[src/rtl/pll_drp_reconfig.sv]
// DRP initiator for a PLLE2_ADV: runs a host-loaded table of read-modify-write
// operations with the PLL held in reset, then releases it and waits for lock.
module pll_drp_reconfig #(
    parameter int ENTRIES      = 8,
    parameter int RST_CYCLES   = 16,
    parameter int DRDY_TIMEOUT = 1024,
    parameter int LOCK_TIMEOUT = 65536
) (
    input  logic                       clk,
    input  logic                       rst,
    input  logic                       tbl_we,
    input  logic [$clog2(ENTRIES)-1:0] tbl_idx,
    input  logic [6:0]                 tbl_addr,
    input  logic [15:0]                tbl_mask,
    input  logic [15:0]                tbl_data,
    input  logic [$clog2(ENTRIES):0]   tbl_count,
    input  logic                       start,
    output logic                       busy,
    output logic                       done,
    output logic [1:0]                 error,
    output logic [6:0]                 drp_addr,
    output logic                       drp_den,
    output logic                       drp_dwe,
    output logic [15:0]                drp_di,
    input  logic [15:0]                drp_do,
    input  logic                       drp_drdy,
    output logic                       pll_rst,
    input  logic                       pll_locked
);

    localparam int IDX_W   = $clog2(ENTRIES);
    localparam int MAX_RD  = (RST_CYCLES > DRDY_TIMEOUT) ? RST_CYCLES : DRDY_TIMEOUT;
    localparam int CNT_MAX = (MAX_RD > LOCK_TIMEOUT) ? MAX_RD : LOCK_TIMEOUT;
    localparam int CNT_W   = $clog2(CNT_MAX) + 1;

    localparam logic [CNT_W-1:0] RST_LAST  = CNT_W'(RST_CYCLES - 1);
    localparam logic [CNT_W-1:0] DRDY_LAST = CNT_W'(DRDY_TIMEOUT - 1);
    localparam logic [CNT_W-1:0] LOCK_LAST = CNT_W'(LOCK_TIMEOUT - 1);
    localparam logic [CNT_W-1:0] CNT_ONE   = CNT_W'(1);

    typedef enum logic [3:0] {
        S_IDLE,
        S_RST_PRE,
        S_RD,
        S_RD_WAIT,
        S_WR,
        S_WR_WAIT,
        S_RST_POST,
        S_LOCK_WAIT,
        S_FAIL
    } state_t;

    typedef enum logic [1:0] {
        ERR_NONE = 2'd0,
        ERR_DRDY = 2'd1,
        ERR_LOCK = 2'd2
    } err_t;

    logic [6:0]  tbl_addr_mem [ENTRIES];
    logic [15:0] tbl_mask_mem [ENTRIES];
    logic [15:0] tbl_data_mem [ENTRIES];

    state_t           state_q, state_d;
    logic [CNT_W-1:0] cnt_q, cnt_d;
    logic [IDX_W-1:0] idx_q, idx_d;
    logic [IDX_W:0]   count_q, count_d;
    logic [6:0]       addr_q, addr_d;
    logic [15:0]      mask_q, mask_d;
    logic [15:0]      data_q, data_d;
    logic [15:0]      wdata_q, wdata_d;
    err_t             err_q, err_d;
    logic             done_q, done_d;
    logic             lock_meta_q, lock_sync_q;
    logic [IDX_W:0]   next_idx;

    // NOTE: the table is plain storage with no reset so it maps onto distributed RAM;
    // software always reloads it before the first run.
    always_ff @(posedge clk) begin
        if (tbl_we) begin
            tbl_addr_mem[tbl_idx] <= tbl_addr;
            tbl_mask_mem[tbl_idx] <= tbl_mask;
            tbl_data_mem[tbl_idx] <= tbl_data;
        end
    end

    always_ff @(posedge clk) begin
        if (rst) begin
            lock_meta_q <= 1'b0;
            lock_sync_q <= 1'b0;
        end else begin
            lock_meta_q <= pll_locked;
            lock_sync_q <= lock_meta_q;
        end
    end

    // NOTE: state registers use non-blocking assignments so every flop samples
    // the pre-edge value of every other flop, independent of process order.
    always_ff @(posedge clk) begin
        if (rst) begin
            state_q <= S_IDLE;
            cnt_q   <= '0;
            idx_q   <= '0;
            count_q <= '0;
            addr_q  <= '0;
            mask_q  <= '0;
            data_q  <= '0;
            wdata_q <= '0;
            err_q   <= ERR_NONE;
            done_q  <= 1'b0;
        end else begin
            state_q <= state_d;
            cnt_q   <= cnt_d;
            idx_q   <= idx_d;
            count_q <= count_d;
            addr_q  <= addr_d;
            mask_q  <= mask_d;
            data_q  <= data_d;
            wdata_q <= wdata_d;
            err_q   <= err_d;
            done_q  <= done_d;
        end
    end

    assign next_idx = {1'b0, idx_q} + (IDX_W + 1)'(1);

    // NOTE: every variable gets a default before the case so no path infers a latch.
    always_comb begin
        state_d = state_q;
        cnt_d   = cnt_q;
        idx_d   = idx_q;
        count_d = count_q;
        addr_d  = addr_q;
        mask_d  = mask_q;
        data_d  = data_q;
        wdata_d = wdata_q;
        err_d   = err_q;
        done_d  = 1'b0;

        unique case (state_q)
            S_IDLE, S_FAIL: begin
                if (start) begin
                    err_d = ERR_NONE;
                    if (tbl_count == '0) begin
                        done_d  = 1'b1;
                        state_d = S_IDLE;
                    end else begin
                        count_d = tbl_count;
                        idx_d   = '0;
                        cnt_d   = '0;
                        state_d = S_RST_PRE;
                    end
                end
            end
            S_RST_PRE: begin
                if (cnt_q == RST_LAST) begin
                    // Entry fields are frozen here so table writes during the access are deferred.
                    addr_d  = tbl_addr_mem[idx_q];
                    mask_d  = tbl_mask_mem[idx_q];
                    data_d  = tbl_data_mem[idx_q];
                    state_d = S_RD;
                end else begin
                    cnt_d = cnt_q + CNT_ONE;
                end
            end
            S_RD: begin
                cnt_d   = '0;
                state_d = S_RD_WAIT;
            end
            S_RD_WAIT: begin
                if (drp_drdy) begin
                    wdata_d = (drp_do & mask_q) | (data_q & ~mask_q);
                    state_d = S_WR;
                end else if (cnt_q == DRDY_LAST) begin
                    err_d   = ERR_DRDY;
                    state_d = S_FAIL;
                end else begin
                    cnt_d = cnt_q + CNT_ONE;
                end
            end
            S_WR: begin
                cnt_d   = '0;
                state_d = S_WR_WAIT;
            end
            S_WR_WAIT: begin
                if (drp_drdy) begin
                    cnt_d = '0;
                    if (next_idx < count_q) begin
                        idx_d   = next_idx[IDX_W-1:0];
                        addr_d  = tbl_addr_mem[next_idx[IDX_W-1:0]];
                        mask_d  = tbl_mask_mem[next_idx[IDX_W-1:0]];
                        data_d  = tbl_data_mem[next_idx[IDX_W-1:0]];
                        state_d = S_RD;
                    end else begin
                        state_d = S_RST_POST;
                    end
                end else if (cnt_q == DRDY_LAST) begin
                    err_d   = ERR_DRDY;
                    state_d = S_FAIL;
                end else begin
                    cnt_d = cnt_q + CNT_ONE;
                end
            end
            S_RST_POST: begin
                if (cnt_q == RST_LAST) begin
                    cnt_d   = '0;
                    state_d = S_LOCK_WAIT;
                end else begin
                    cnt_d = cnt_q + CNT_ONE;
                end
            end
            S_LOCK_WAIT: begin
                if (lock_sync_q) begin
                    done_d  = 1'b1;
                    state_d = S_IDLE;
                end else if (cnt_q == LOCK_LAST) begin
                    err_d   = ERR_LOCK;
                    state_d = S_FAIL;
                end else begin
                    cnt_d = cnt_q + CNT_ONE;
                end
            end
            default: state_d = S_IDLE;
        endcase
    end

    assign busy     = (state_q != S_IDLE) && (state_q != S_FAIL);
    assign done     = done_q;
    assign error    = err_q;
    assign drp_addr = addr_q;
    assign drp_den  = (state_q == S_RD) || (state_q == S_WR);
    assign drp_dwe  = (state_q == S_WR);
    assign drp_di   = wdata_q;
    // A DRDY failure keeps the PLL in reset so it never runs half-configured.
    assign pll_rst  = ((state_q != S_IDLE) && (state_q != S_LOCK_WAIT) && (state_q != S_FAIL))
                    || ((state_q == S_FAIL) && (err_q == ERR_DRDY));

endmodule
[config.mk]
export PLATFORM = sky130hd
export DESIGN_NAME = pll_drp_reconfig
export DESIGN_NICKNAME = d
export VERILOG_FILES = /design/src/rtl/pll_drp_reconfig.sv
export SDC_FILE = /design/constraint.sdc
export NUM_CORES = 1
export LEC_CHECK = 0
export CORE_AREA = 2 2 221 223
export CTS_CLUSTER_DIAMETER = 40
export DETAILED_ROUTE_END_ITERATION = 10
export DIE_AREA = 0 0 223 225
export PLACE_DENSITY_LB_ADDON = 0.15
export SETUP_SLACK_MARGIN = 0.4
export SLEW_MARGIN = 20
export SYNTH_ARGS = -nofsm -noshare
export SYNTH_HDL_FRONTEND = slang
export SYNTH_SLANG_ARGS = --single-unit
[constraint.sdc]
create_clock -name clk -period 14.7 [get_ports clk]
set_clock_uncertainty 0.05 [all_clocks]
set_input_delay 4.41 -clock clk [delete_from_list [all_inputs] [get_ports clk]]
set_output_delay 4.41 -clock clk [all_outputs]
set_load 0.005 [all_outputs]
=== Word-level counts from Yosys, hierarchy flattened ===
Memory sizes are Yosys's and may differ from the RTL's. A register that Yosys moved wholly into a read port is not among the register bits.
Index checks and enable logic that the tools add are counted.

* $add $sub $neg: 2
* Order comparisons: 1
* Eq/ne operators: 28
* Mux-type cells: 56
* Bitwise operators: 5
* Reduce and logical (&&, ||, !) cells: 23

{| class="wikitable"
|+ Operators with widths
! kind !! number
|-
| 17-bit 2-to-1 mux || 9
|-
| 17-bit one-hot mux with 7 select lines || 1
|-
| 16-bit 2-to-1 mux || 6
|-
| 16-bit one-hot mux with 2 select lines || 2
|-
| 3-bit 2-to-1 mux || 11
|-
| 16-bit AND || 2
|-
| 4-bit 2-to-1 mux || 8
|-
| 4-bit one-hot mux with 8 select lines || 1
|-
| 2-bit inequality test, second input constant || 12
|-
| 7-bit 2-to-1 mux || 3
|-
| 17-bit by 1-bit adder with 17-bit output, second input constant || 1
|-
| 17-bit by 10-bit equality test with 1-bit output, second input constant || 1
|-
| 17-bit by 16-bit equality test with 1-bit output, second input constant || 1
|-
| 17-bit by 4-bit equality test with 1-bit output, second input constant || 1
|-
| 4-bit by 3-bit equality test with 1-bit output, second input constant || 4
|-
| 16-bit NOT || 1
|-
| 16-bit bitwise OR || 1
|-
| 7-bit one-hot mux with 2 select lines || 1
|-
| 2-bit 2-to-1 mux || 5
|-
| 4-bit by 2-bit equality test with 1-bit output, second input constant || 2
|-
| 4-bit zero test || 2
|-
| 4-bit AND reduction || 2
|-
| 7-bit AND reduction || 1
|-
| 7-bit nonzero test || 1
|-
| other kinds (24) || 36
|}

* Register bits: 88
* Bits in writable memories: 312
* Bits of input ports: 68
* Word-level logic and storage cells: 130
* Memories: 3

{| class="wikitable"
|+ Memories
! name !! words !! width !! read ports !! clocked after memory_dff !! wr ports !! line !! source
|-
| tbl_data_mem || 8 || 16 || 2 || 1 || 1 || 61 || <nowiki>logic [15:0] tbl_data_mem [ENTRIES];</nowiki>
|-
| tbl_mask_mem || 8 || 16 || 2 || 1 || 1 || 60 || <nowiki>logic [15:0] tbl_mask_mem [ENTRIES];</nowiki>
|-
| tbl_addr_mem || 8 || 7 || 2 || 1 || 1 || 59 || <nowiki>logic [6:0] tbl_addr_mem [ENTRIES];</nowiki>
|}

=== Depth between registers and ports, before layout ===
Gate-level depths: netlist of run 1.

* Depth after elaboration: 7
* Depth in mapped cells: 14
* Gate-level depth less buffers: 12

=== Least setup slack after synthesis of run 1 ===
No wires, ideal clock.

* Path type: input to register
* From: input tbl_idx[0]
* To: memory tbl_addr_mem[0][0] (enable)
* Setup time: 0.484 ns
* Arrival time: 7.265 ns
* Required time: 14.166 ns
* Setup slack: 6.901 ns
* Stages: 2
* Path through: nand2b_1 -> nor3_1

{| class="wikitable"
|+ RTL lines
! element !! line !! source
|-
| from (decl) || 12 || <nowiki>input logic [$clog2(ENTRIES)-1:0] tbl_idx,</nowiki>
|-
| to (decl) || 59 ||
|}

Straight into the memory's write port.

=== Worst setup path in the final report of run 1 ===
* From: register state_q[1]
* To: output drp_den

* Cells in the longest elaborated chain, start to end: 2
* Elaborated cells between the ends (all ways): 3

{| class="wikitable"
|+ Ends and longest elaborated chain
! element !! line !! source
|-
| from (decl) || 63 || <nowiki>state_t state_q, state_d;</nowiki>
|-
| from (signal assigned) || 111 || <nowiki>state_q <= state_d;</nowiki>
|-
| 4-bit by 2-bit equality test with 1-bit output / 4-bit by 3-bit equality test with 1-bit output (equally long branches) || 230 || <nowiki>assign drp_den = (state_q == S_RD) || (state_q == S_WR);</nowiki>
|-
| 1-bit logical OR (*) || 230 ||
|-
| to (decl) || 22 || <nowiki>output logic drp_den,</nowiki>
|}

Every way passes the cells marked *; elsewhere a longest branch is shown, timed or not.

==> results summary, run 1 <==
The flow ran to the end, and the final reports show no timing, DRC or antenna violations. The share of synthesized registers carrying an async set or reset is 0. Clock tree synthesis inserted a total of 68 buffers. The count of routing violations after the opening detailed-route iteration is 848. The final hold violation count is 0. The shortest period the worst path allows came out at 6940 ps. Across the run, the number of max-cap violations was 0. The number of I/O port buffers came out at 97. The insertion delay to the later sink of the worst-skew pair is 600 ps.

The sum of overflow across all layers after global routing came out at 0. The maximum clock rate is 144 MHz. The die footprint came out at 50200 um^2. Yosys mapped a number of flops with a built-in enable equal to 312. After synthesis, the share of cell area in mux cells is 0.242.

Data on the critical path is required at its endpoint by 10240 ps. The met1 wire length is 19.9 mm. The fraction of the cycle the final worst path needs is 0.472. STA classifies the critical path startpoint as a register. The Yosys step of the flow raised 0 warnings.

The net count of the finished layout is 1317. The worst setup path is of the reg -> out kind. 0 antenna diodes ended up in the layout.

Of the total synthesized cell area, the portion taken by AND, OR, NAND and NOR gates is 0.0623. Across every metal layer, demand over resource in global routing totals 0.192. The worst-case IR drop observed on VDD is 0.0000719 V. The largest fanout of any net on the critical path came out at 19. The TritonCTS clock tree is yes.

The area share of fa/ha/maj cells after synthesis is 0.00407. In this run the vertical extent of the chip is 225 um. The routed design uses 2.59 mm of met3 wire. The global-route wire length before repair is 70.6 mm.

The net count after synthesis is 1214. Summing every instance area after synthesis gives 18500 um^2. Synthesis inferred 403 register bits.

Averaged over all synthesized cells, the footprint is 16.2 um^2. The initial utilization of the core area, before any placement, comes to 0.388. The analysis attributes to cell leakage a power of 6.90 nW. Pin placement for this block handled 98 I/O pins. The sequential fraction of the synthesis area came out at 0.606. In the synthesized netlist the dominant register cell turns out to be edfxtp_1. The number of detailed-route iterations in the first pass is 7.

Wires add up to 47.1 mm. Setup total negative slack on the finished layout was measured at 0 ps. The share of the synthesized area in compound gates (AO/OA/AOI/OAI) came out at 0.0619. Dividing the detail-routed via count by the number of cells gives 5.66. The setup-violating endpoint count in the final report came out at 0. The number of gates resized after CTS came out at 0. The maximum buffer depth of the clock tree is 3. The share of the synthesized netlist area taken by xor and xnor gates is 0.000949. Headroom to the max-slew limit came out at 0.322. The post-DP HPWL came out at 25.6 mm. The placeable core region is 47500 um^2.

The number of buffers inserted to repair setup after CTS is 0. Summing all placed instances gives a cell area of 20100 um^2. The die span in x is 223 um.

After clock tree synthesis, the clock-pin slew on the worst setup and hold paths is 50 ps. The library cells used most frequently in the layout, excluding fill and tap cells, are 312 x edfxtp_1, 156 x mux4_2, 109 x nand2_1. The number of global-route vias before repair is 11300.

The number of distinct standard cells referenced by the synthesized netlist came out at 72. Leaving out fill and tap cells, the most frequent cell in the layout is edfxtp_1. The growth of design area from synthesis to finish is 21.4%. The worst setup path is captured at an output port. The number of instances in the synthesized netlist came out at 1140.

The final estimated routing congestion in global placement is 0.816. Routed signal wires occupy layers up through met5. The count of H-tree levels built during CTS is 3. Setup repair after global routing left no endpoint under its margin. Of the cells placed in the final design, the portion with a size suffix greater than 1 is 0.253. The pin count of the biggest net entering global routing came out at 61. The count of standard-cell rows came out at 80.

Buffers inserted to repair hold after CTS numbered 0. The transition time at the pin with the least slew margin came out at 1020 ps. The via count is 10800. The power per standard cell area is 137 nW/um^2. The number of antenna violations at the first check in global routing is 1.

In this run the clock root is driven by a clkbuf_16. The wire length on met2 is 23.8 mm. The final design instance area without fill came out at 22400 um^2. The count of nets left with antenna violations after detail routing is 0. The worst hold path belongs to the class reg -> reg. At the worst endpoint, the arrival time is 2480 ps. The clock drives 403 sinks. The remaining routing DRC violations came out at 0. In the final routed layout, each cell accounts on average for 24.6 um. After synthesis, the largest family of logic cells by area is multiplexers.

The number of pins exceeding their max-slew limit in the final report is 0.
-- cells by family after synthesis --
family          after synthesis
flops                       403
mux                         251
simple gates                236
compound gates              145
buf+inv                      97
fa+ha+maj                     6
xor+xnor                      2
-- per-layer routing --
metal	vias to the layer above	GRT usage
met5	-	0
met4	2	0.0604
met3	59	0.0370
met2	309	0.330
met1	5580	0.246
li1	4873	-
-- registers in the layout (all words and copies together), names as in the netlist, named ones only --
signal,flops
state_q,4
drp_di,16
lock_sync_q,1
lock_meta_q,1
tbl_mask_mem,128
data_q,16
mask_q,16
idx_q,3
tbl_data_mem,128
count_q,4
done,1
cnt_q,17
drp_addr,7
tbl_addr_mem,56
error,2
-- power breakdown --
group | switching (mW) | internal [mW] | leakage (nW)
Combinational | 0.123 | 0.0925 | 2.21
Sequential | 0.0278 | 1.27 | 3.57
Clock | 0.558 | 1.01 | 1.12
-- worst paths after layout --
check / to / slack, ps / start / depth (start not counted)
setup reg to reg: mask_q[7] / 10980 / idx_q[0] / 7
hold reg to reg: lock_sync_q / 400 / lock_meta_q / 1
setup / recovery: drp_den / 7760 / state_q[1] / 3
hold / removal: lock_sync_q / 400 / lock_meta_q / 1
-- Yosys cell counts, drive strengths merged (3+ instances only) --
master    n  share of area
inv      13         0.0026
nand3    19         0.0054
nand4     4         0.0017
o32ai     3         0.0018
nor4b     3         0.0018
nand2   109          0.022
mux2i    95          0.052
ha        6         0.0041
nor3     14         0.0038
o21ai    21         0.0059
and2      3         0.0012
a31oi     5         0.0017
nor2b     6         0.0020
or3       4         0.0014
nor2     44          0.010
a32o     41          0.022
buf      32         0.0096
a21oi    23         0.0062
o31ai     5         0.0020
a21o      3         0.0012
dfxtp    91          0.099
edfxtp  312           0.51
and3      9         0.0030
clkbuf   52          0.011
a211oi   20         0.0088
mux4    156           0.19
nand2b    6         0.0020
or4       4         0.0020
a211o     4         0.0019
-- layout make-up --
class                   count  area (um^2)
inverters                  13         48.8
clock buffers              85         1860
fillers                  3993        25100
flip-flops and latches    403        11200
multi-input cells         640         6960
clock inverters            40          443
well taps                 615          769
repair buffers            117         1140
-- critical path, cell delays in order (launching register included) --
cell and delay, ps:
dfxtp_1 820, xnor2_1 290, nor3_1 250, clkdlybuf4s50_1 550
-- metrics by stage --
stage	power (mW)	utilization	setup WS, ps	hold WS, ps	cells
6_report	3.08	0.471	7760	398	1913
5_1_grt	3.19	0.471	7560	424	1913
4_1_cts	3.11	0.471	7730	400	1912
3_5_place_dp	1.53	0.422	7710	377	1787
3_3_place_gp	1.53	0.422	7770	384	1787
2_1_floorplan	1.44	-	6900	364	1140
Power figures use the tool's default switching activity.
==> run 2, diff against run 1 <==
==> constraint.sdc (replaced) <==
create_clock -name clk -period 6 [get_ports clk]
set_clock_uncertainty 0.05 [all_clocks]
set_input_delay 1.8 -clock clk [delete_from_list [all_inputs] [get_ports clk]]
set_output_delay 1.8 -clock clk [all_outputs]
set_load 0.005 [all_outputs]
==> run 2 against run 1 <==
Sequential power rose by 140%. Highest routed layer is now met4. Clock power rose by 150%. Via count rose by 0.66%. Global-route usage rose by 0.28 points. First-iteration DRC count rose by 7.7%. Combinational power rose by 150%. Critical path type unchanged.
==> results summary, run 2 (synthesized netlist as in run 1, its figures left out) <==
Run status: finished, final reports clean (unchanged). The length in cells of the worst reg-to-reg path is 8 (was 7). The via count was 10900 (was 10800).

The endpoint class of the critical path was an output port (unchanged). The multi-input combinational cell area came out at 6960 um^2 (unchanged). The fraction of the cycle the final worst path needs came out at 0.736. The sink of the worst hold path was lock_sync_q (unchanged). The library cell used as clock root buffer is clkbuf_16 (unchanged). Setup repair after global routing missed its margin: false (unchanged).

CP Cell Sequence: xnor2_1 > nor3_1 > clkdlybuf4s50_1 (unchanged). The transition time at the pin with the least slew margin came out at 967 ps (was 1020 ps). The final-layout fill cell count was 3992 (was 3993).

The global-route track usage on met3 was 0.0429 (was 0.0370). The routed length per placed instance came out at 24.9 um (was 24.6 um). The number of detailed-route iterations in the first pass was 8 (was 7). The clock sink count is 403 (unchanged). The number of buffers created by CTS came out at 71 (was 68). The initial cell density of the core is 0.388 (unchanged). The source of the worst register-to-register timing path is idx_q[0] (unchanged). The power per standard cell area came out at 339 nW/um^2 (was 137 nW/um^2). The final-stage net count came to 1322 (was 1317). The number of gates resized after CTS came out at 0 (unchanged). The number of pins exceeding their max-slew limit in the final report came to 0 (unchanged). The required time at the endpoint of the critical path is 4150 ps (was 10240 ps). The post-layout utilization of the core is 0.472 (was 0.471). The count of H-tree levels built during CTS came out at 3 (unchanged). The type of origin of the critical path was a register (unchanged). The final estimated routing congestion in global placement is 0.797 (was 0.816). The die outline height was 225 um (unchanged).

The number of antenna violations at the first check in global routing is 0 (was 1). The global-route met1 utilization came out at 0.249 (was 0.246). The setup TNS came out at 0 ps (unchanged).

The most heavily used metal layer in global routing was met2 (unchanged). The TritonCTS clock tree is yes (unchanged). The internal reg-to-reg setup slack is 2250 ps (was 10980 ps).

The maximum clock rate is 226 MHz. The final wirelength is 47.7 mm (was 47.1 mm). The final hold violation count came out at 0 (unchanged). The relative slew slack is 0.354 (was 0.322). The largest fanout of any net on the critical path is 19 (unchanged). The critical register-to-register path endpoint is mask_q[9] (was mask_q[7]). The static leakage power came out at 6.93 nW (was 6.90 nW). Highest-count cells in the layout ignoring fill and taps: 312 x edfxtp_1, 156 x mux4_2, 109 x nand2_1 (unchanged). The proportion of layout cells with a drive suffix above 1 was 0.252 (was 0.253). The beginning of the worst hold path is lock_meta_q (unchanged). The number of stages on the worst hold path came to 1 (unchanged). The data arrival at the endpoint of the critical path is 2570 ps (was 2480 ps).

The cell with the largest stage delay on the worst path is dfxtp_1 (unchanged). The count of inserted antenna diode cells is 0 (unchanged). The shortest period the worst path allows came out at 4420 ps. Largest registers ranked by flip-flop count: tbl_data_mem x128, tbl_mask_mem x128, tbl_addr_mem x56 (unchanged). The clock edge transition at the registers on the reported setup and hold paths came out at 50 ps (about the same).

The count of standard-cell rows was 80 (unchanged). The via density per instance came out at 5.68 (was 5.66). The number of I/O port buffers was 97 (unchanged). The post-DP HPWL came to 28.7 mm (was 25.6 mm).

The remaining routing DRC violations is 0 (unchanged). The max-capacitance violation count is 0 (unchanged). The die footprint came to 50200 um^2 (unchanged).

The sequential standard cell area came out at 11200 um^2 (unchanged). The leading cell type in the layout, fill and taps excluded is edfxtp_1 (unchanged). The number of global-route vias before repair is 11400 (was 11300). The count of routing violations after the opening detailed-route iteration came out at 913 (was 848). The global-route wire length before repair is 71.7 mm (was 70.6 mm).

The growth of design area from synthesis to finish is 21.5% (was 21.4%). The category of the most critical setup path is reg -> out (unchanged). The highest cell delay on the worst timing path came out at 830 ps (was 820 ps). The count of nets left with antenna violations after detail routing came out at 0 (unchanged). The worst hold path class was reg -> reg (unchanged). The overall track demand over capacity in global routing is 0.195 (was 0.192). The placeable core region was 47500 um^2 (unchanged). The insertion delay to the later sink of the worst-skew pair was 590 ps (was 600 ps). The setup-violating endpoint count in the final report came out at 0 (unchanged). The number of buffers inserted to repair setup after CTS is 0 (unchanged). The worst ir drop on vdd came out at 0.000179 V (was 0.0000719 V).

The sum of overflow across all layers after global routing is 0 (unchanged). The top-level port count was 98 (unchanged). The die span in x is 223 um (unchanged). The pin count of the biggest net entering global routing came out at 48 (was 61). The global routing met2 resource utilization came out at 0.336 (was 0.330). The maximum buffer depth of the clock tree came out at 3 (unchanged). The total of hold buffers inserted after clock tree synthesis came to 0 (unchanged).
==> run 2: per-layer routing <==
metal / share of wire / vias up / routed length (um)
met1: 0.42 / 5621 / 20200
met2: 0.51 / 315 / 24100
met4: 0.018 / 0 / 859
li1: - / 4889 / -
met5: 0 / - / 0
met3: 0.052 / 69 / 2500
==> run 2: power breakdown <==
group / internal (mW) / switching [mW] / total (mW)
Clock: 2.53 / 1.37 / 3.90
Combinational: 0.227 / 0.305 / 0.533
Sequential: 3.11 / 0.0684 / 3.17
Total: 5.86 / 1.74 / 7.61
==> run 2: critical path, delay by kind of cell (launching register included) <==
kind          cells  cell delay, ps
flops             1             830
buf+inv           1             570
xor+xnor          1             290
simple gates      1             290
==> run 2: worst max path at each step <==
| stage | start | endpoint | slack [ps] | cells past startpoint |
|---|---|---|---|---|
| floorplan | tbl_idx[0] | tbl_addr_mem[0][0] | 810 | 2 |
| global placement | drp_drdy | cnt_q[13] | 1690 | 7 |
| detailed placement | drp_drdy | cnt_q[13] | 1670 | 7 |
| CTS | state_q[1] | drp_den | 1600 | 3 |
| global route | state_q[1] | pll_rst | 1480 | 3 |
| finish | state_q[1] | drp_den | 1580 | 3 |
==> run 2: metrics by stage <==
step / instance area (um^2) / hold slack [ps] / std cells / worst slack, ps / total power, mW
4_1_cts: 22400 / 408 / 1917 / 1600 / 7.69
2_1_floorplan: 18500 / 364 / 1140 / 811 / 3.54
3_5_place_dp: 20100 / 396 / 1790 / 1670 / 3.76
5_1_grt: 22400 / 433 / 1917 / 1480 / 7.88
3_3_place_gp: 20100 / 387 / 1790 / 1690 / 3.75
6_report: 22400 / 396 / 1917 / 1580 / 7.61
==> run 2: layout make-up <==
class / instances / area share
Sequential cell: 403 / 0.499
Multi-Input combinational cell: 640 / 0.310
Clock buffer: 94 / 0.0875
Timing Repair Buffer: 119 / 0.0504
Tap cell: 615 / 0.0343
Clock inverter: 33 / 0.0163
Inverter: 13 / 0.00217
==> run 3, diff against run 2 <==
==> constraint.sdc (replaced) <==
create_clock -name clk -period 3.8 [get_ports clk]
set_clock_uncertainty 0.05 [all_clocks]
set_input_delay 1.14 -clock clk [delete_from_list [all_inputs] [get_ports clk]]
set_output_delay 1.14 -clock clk [all_outputs]
set_load 0.005 [all_outputs]
==> run 3 against run 2 <==
Global-route usage decreased by 0.22 points. Combinational power increased by 70%. Non-clock buffer count up 11. Via count up 1.8%. Critical endpoint is now busy. Highest routed layer unchanged. Die area unchanged.
==> results summary, run 3 (synthesized netlist as in run 1, its figures left out) <==
Run status: finished, final reports clean (unchanged). The data arrival at the endpoint of the critical path is 2060 ps (was 2570 ps). The worst hold path class was reg -> reg (unchanged). The TritonCTS clock tree is yes (unchanged). The count of standard-cell rows came out at 80 (unchanged). The sum of overflow across all layers after global routing came to 0 (unchanged).

The insertion delay to the later sink of the worst-skew pair is 600 ps (was 590 ps). The leading cell type in the layout, fill and taps excluded is edfxtp_1 (unchanged). The final estimated routing congestion in global placement is 0.805 (was 0.797). The final-stage net count came to 1319 (was 1322). The remaining routing DRC violations is 0 (unchanged). The number of detailed-route iterations in the first pass came out at 5 (was 8).

The power spent charging and discharging nets was 2.58 mW (was 1.74 mW). The static leakage power is 6.81 nW (was 6.93 nW). The proportion of layout cells with a drive suffix above 1 was 0.246 (was 0.252). The via count is 11100 (was 10900). The final wirelength is 47.5 mm (was 47.7 mm).

The count of nets left with antenna violations after detail routing came out at 0 (unchanged). The die outline height was 225 um (unchanged). In the finished design, the share of the clock period the worst path needs comes to 0.855. The top-level port count was 98 (unchanged). The number of antenna violations at the first check in global routing came to 0 (unchanged).

The share of power burned in the clock network is 0.470 (was 0.513). The endpoint class of the critical path is an output port (unchanged). The highest cell delay on the worst timing path came to 490 ps (was 830 ps). The setup TNS is 0 ps (unchanged). The initial cell density of the core came to 0.388 (unchanged). The global-route track usage on met3 came out at 0.0372 (was 0.0429). The cell count after placement is 1799 (was 1790). The placeable core region came out at 47500 um^2 (unchanged). The placement-stage cell area came out at 20300 um^2 (was 20100 um^2). The final hold violation count came to 0 (unchanged). The die span in x is 223 um (unchanged). The global routing met2 resource utilization is 0.320 (was 0.336). The number of I/O port buffers is 97 (unchanged).

The global-route wire length before repair is 71.3 mm (was 71.7 mm). Setup repair after global routing missed its margin: true (was false). The post-DP HPWL came out at 26.4 mm (was 28.7 mm). The clock sink count came out at 403 (unchanged).

The cell with the largest stage delay on the worst path is clkdlybuf4s50_1 (was dfxtp_1). The largest fanout of any net on the critical path is 8 (was 19). After layout, the minimum clock period comes to 3250 ps. The global-route met1 utilization is 0.259 (was 0.249). The die footprint is 50200 um^2 (unchanged). The via density per instance came out at 5.81 (was 5.68).

The most heavily used metal layer in global routing is met2 (unchanged). Largest registers ranked by flip-flop count: tbl_data_mem x128, tbl_mask_mem x128, tbl_addr_mem x56 (unchanged). The setup-violating endpoint count in the final report is 0 (unchanged). The relative slew slack is 0.358 (was 0.354).

CP Cell Sequence: nor3_1 > inv_2 > clkdlybuf4s50_1 (was xnor2_1 > nor3_1 > clkdlybuf4s50_1). The total chip power came out at 11.1 mW (was 7.61 mW). The final cell count without fillers came out at 1908 (was 1917). Highest-count cells in the layout ignoring fill and taps: 312 x edfxtp_1, 156 x mux4_2, 109 x nand2_1 (unchanged). The number of pins exceeding their max-slew limit in the final report is 0 (unchanged). The internal power of the cells came out at 8.53 mW (was 5.86 mW). The library cell used as clock root buffer is clkbuf_16 (unchanged). The number of global-route vias before repair is 11500 (was 11400). The clock edge transition at the registers on the reported setup and hold paths is 50 ps (about the same).

The portion of total power attributed to combinational logic is 0.081 (was 0.070). The type of origin of the critical path is a register (unchanged). The power per standard cell area is 499 nW/um^2 (was 339 nW/um^2). The pin count of the biggest net entering global routing is 81 (was 48). The overall track demand over capacity in global routing is 0.193 (was 0.195).

The transition time at the pin with the least slew margin came out at 963 ps (was 967 ps). The count of routing violations after the opening detailed-route iteration is 848 (was 913). The count of H-tree levels built during CTS is 2 (was 3). The category of the most critical setup path is reg -> out (unchanged). The number of buffers created by CTS came out at 57 (was 71). The required time at the endpoint of the critical path came out at 2610 ps (was 4150 ps). The routed length per placed instance came out at 24.9 um (about the same). The max-capacitance violation count came out at 0 (unchanged). The part of the power in registers is 0.449 (was 0.417). The final design instance area without fill is 22300 um^2 (was 22400 um^2). The worst ir drop on vdd came out at 0.000358 V (was 0.000179 V). The switching share of power is 0.232 (was 0.229). The growth of design area from synthesis to finish came to 20.5% (was 21.5%). The count of inserted antenna diode cells is 0 (unchanged).

The maximum buffer depth of the clock tree came to 3 (unchanged). The final hold slack came to 389 ps (was 396 ps). The maximum clock rate came out at 308 MHz.
==> run 3: critical path, delay by kind of cell, from the launching register on <==
family / cells / cell delay (ps)
buffers and inverters: 2 / 640
AND/OR/NAND/NOR: 1 / 440
flip-flops: 1 / 390
==> run 3: final cells by class <==
cell class | count | area [um^2]
Multi-Input combinational cell | 640 | 6970
Clock buffer | 70 | 1540
Inverter | 13 | 48.8
Clock inverter | 37 | 364
Fill cell | 4106 | 25300
Timing Repair Buffer | 130 | 1360
Tap cell | 615 | 769
Sequential cell | 403 | 11200
==> run 3: worst paths after layout <==
check | start | cells past startpoint | endpoint | slack (ps)
worst max-delay path | state_q[1] | 3 | busy | 550
worst min-delay path | lock_meta_q | 1 | lock_sync_q | 390
worst max register to register | cnt_q[0] | 11 | cnt_q[13] | 550
worst min register to register | lock_meta_q | 1 | lock_sync_q | 390
==> run 3: stage by stage <==
| stage | setup WS (ps) | util |
|---|---|---|
| after global routing | 370 | 0.468 |
| after floorplan | 316 | - |
| after global placement | 291 | 0.428 |
| after CTS | 457 | 0.468 |
| after detailed placement | 243 | 0.428 |
| final | 552 | 0.468 |
==> run 3: repair_timing <==
action,in CTS,in global routing
hold buffers,0,0
endpoints found under the setup margin,0,12
endpoints found under the hold margin,0,0
resized for setup,0,1
buffers inserted,0,2
==> run 3: power by group through the flow <==
stage	Clock (mW)	Combinational, mW	Sequential, mW
after global placement	0	0.886	5.07
final	5.22	0.905	4.99
after floorplan	0	0.551	5.04
after CTS	5.32	0.898	4.99
after global routing	5.51	0.999	5.00
after detailed placement	0	0.895	5.07
==> run 3: layer usage <==
| layer | vias up | wire (um) |
|---|---|---|
| met5 | - | 0 |
| met4 | 0 | 1100 |
| met3 | 78 | 2530 |
| met2 | 318 | 23100 |
| met1 | 5819 | 20800 |
| li1 | 4876 | - |
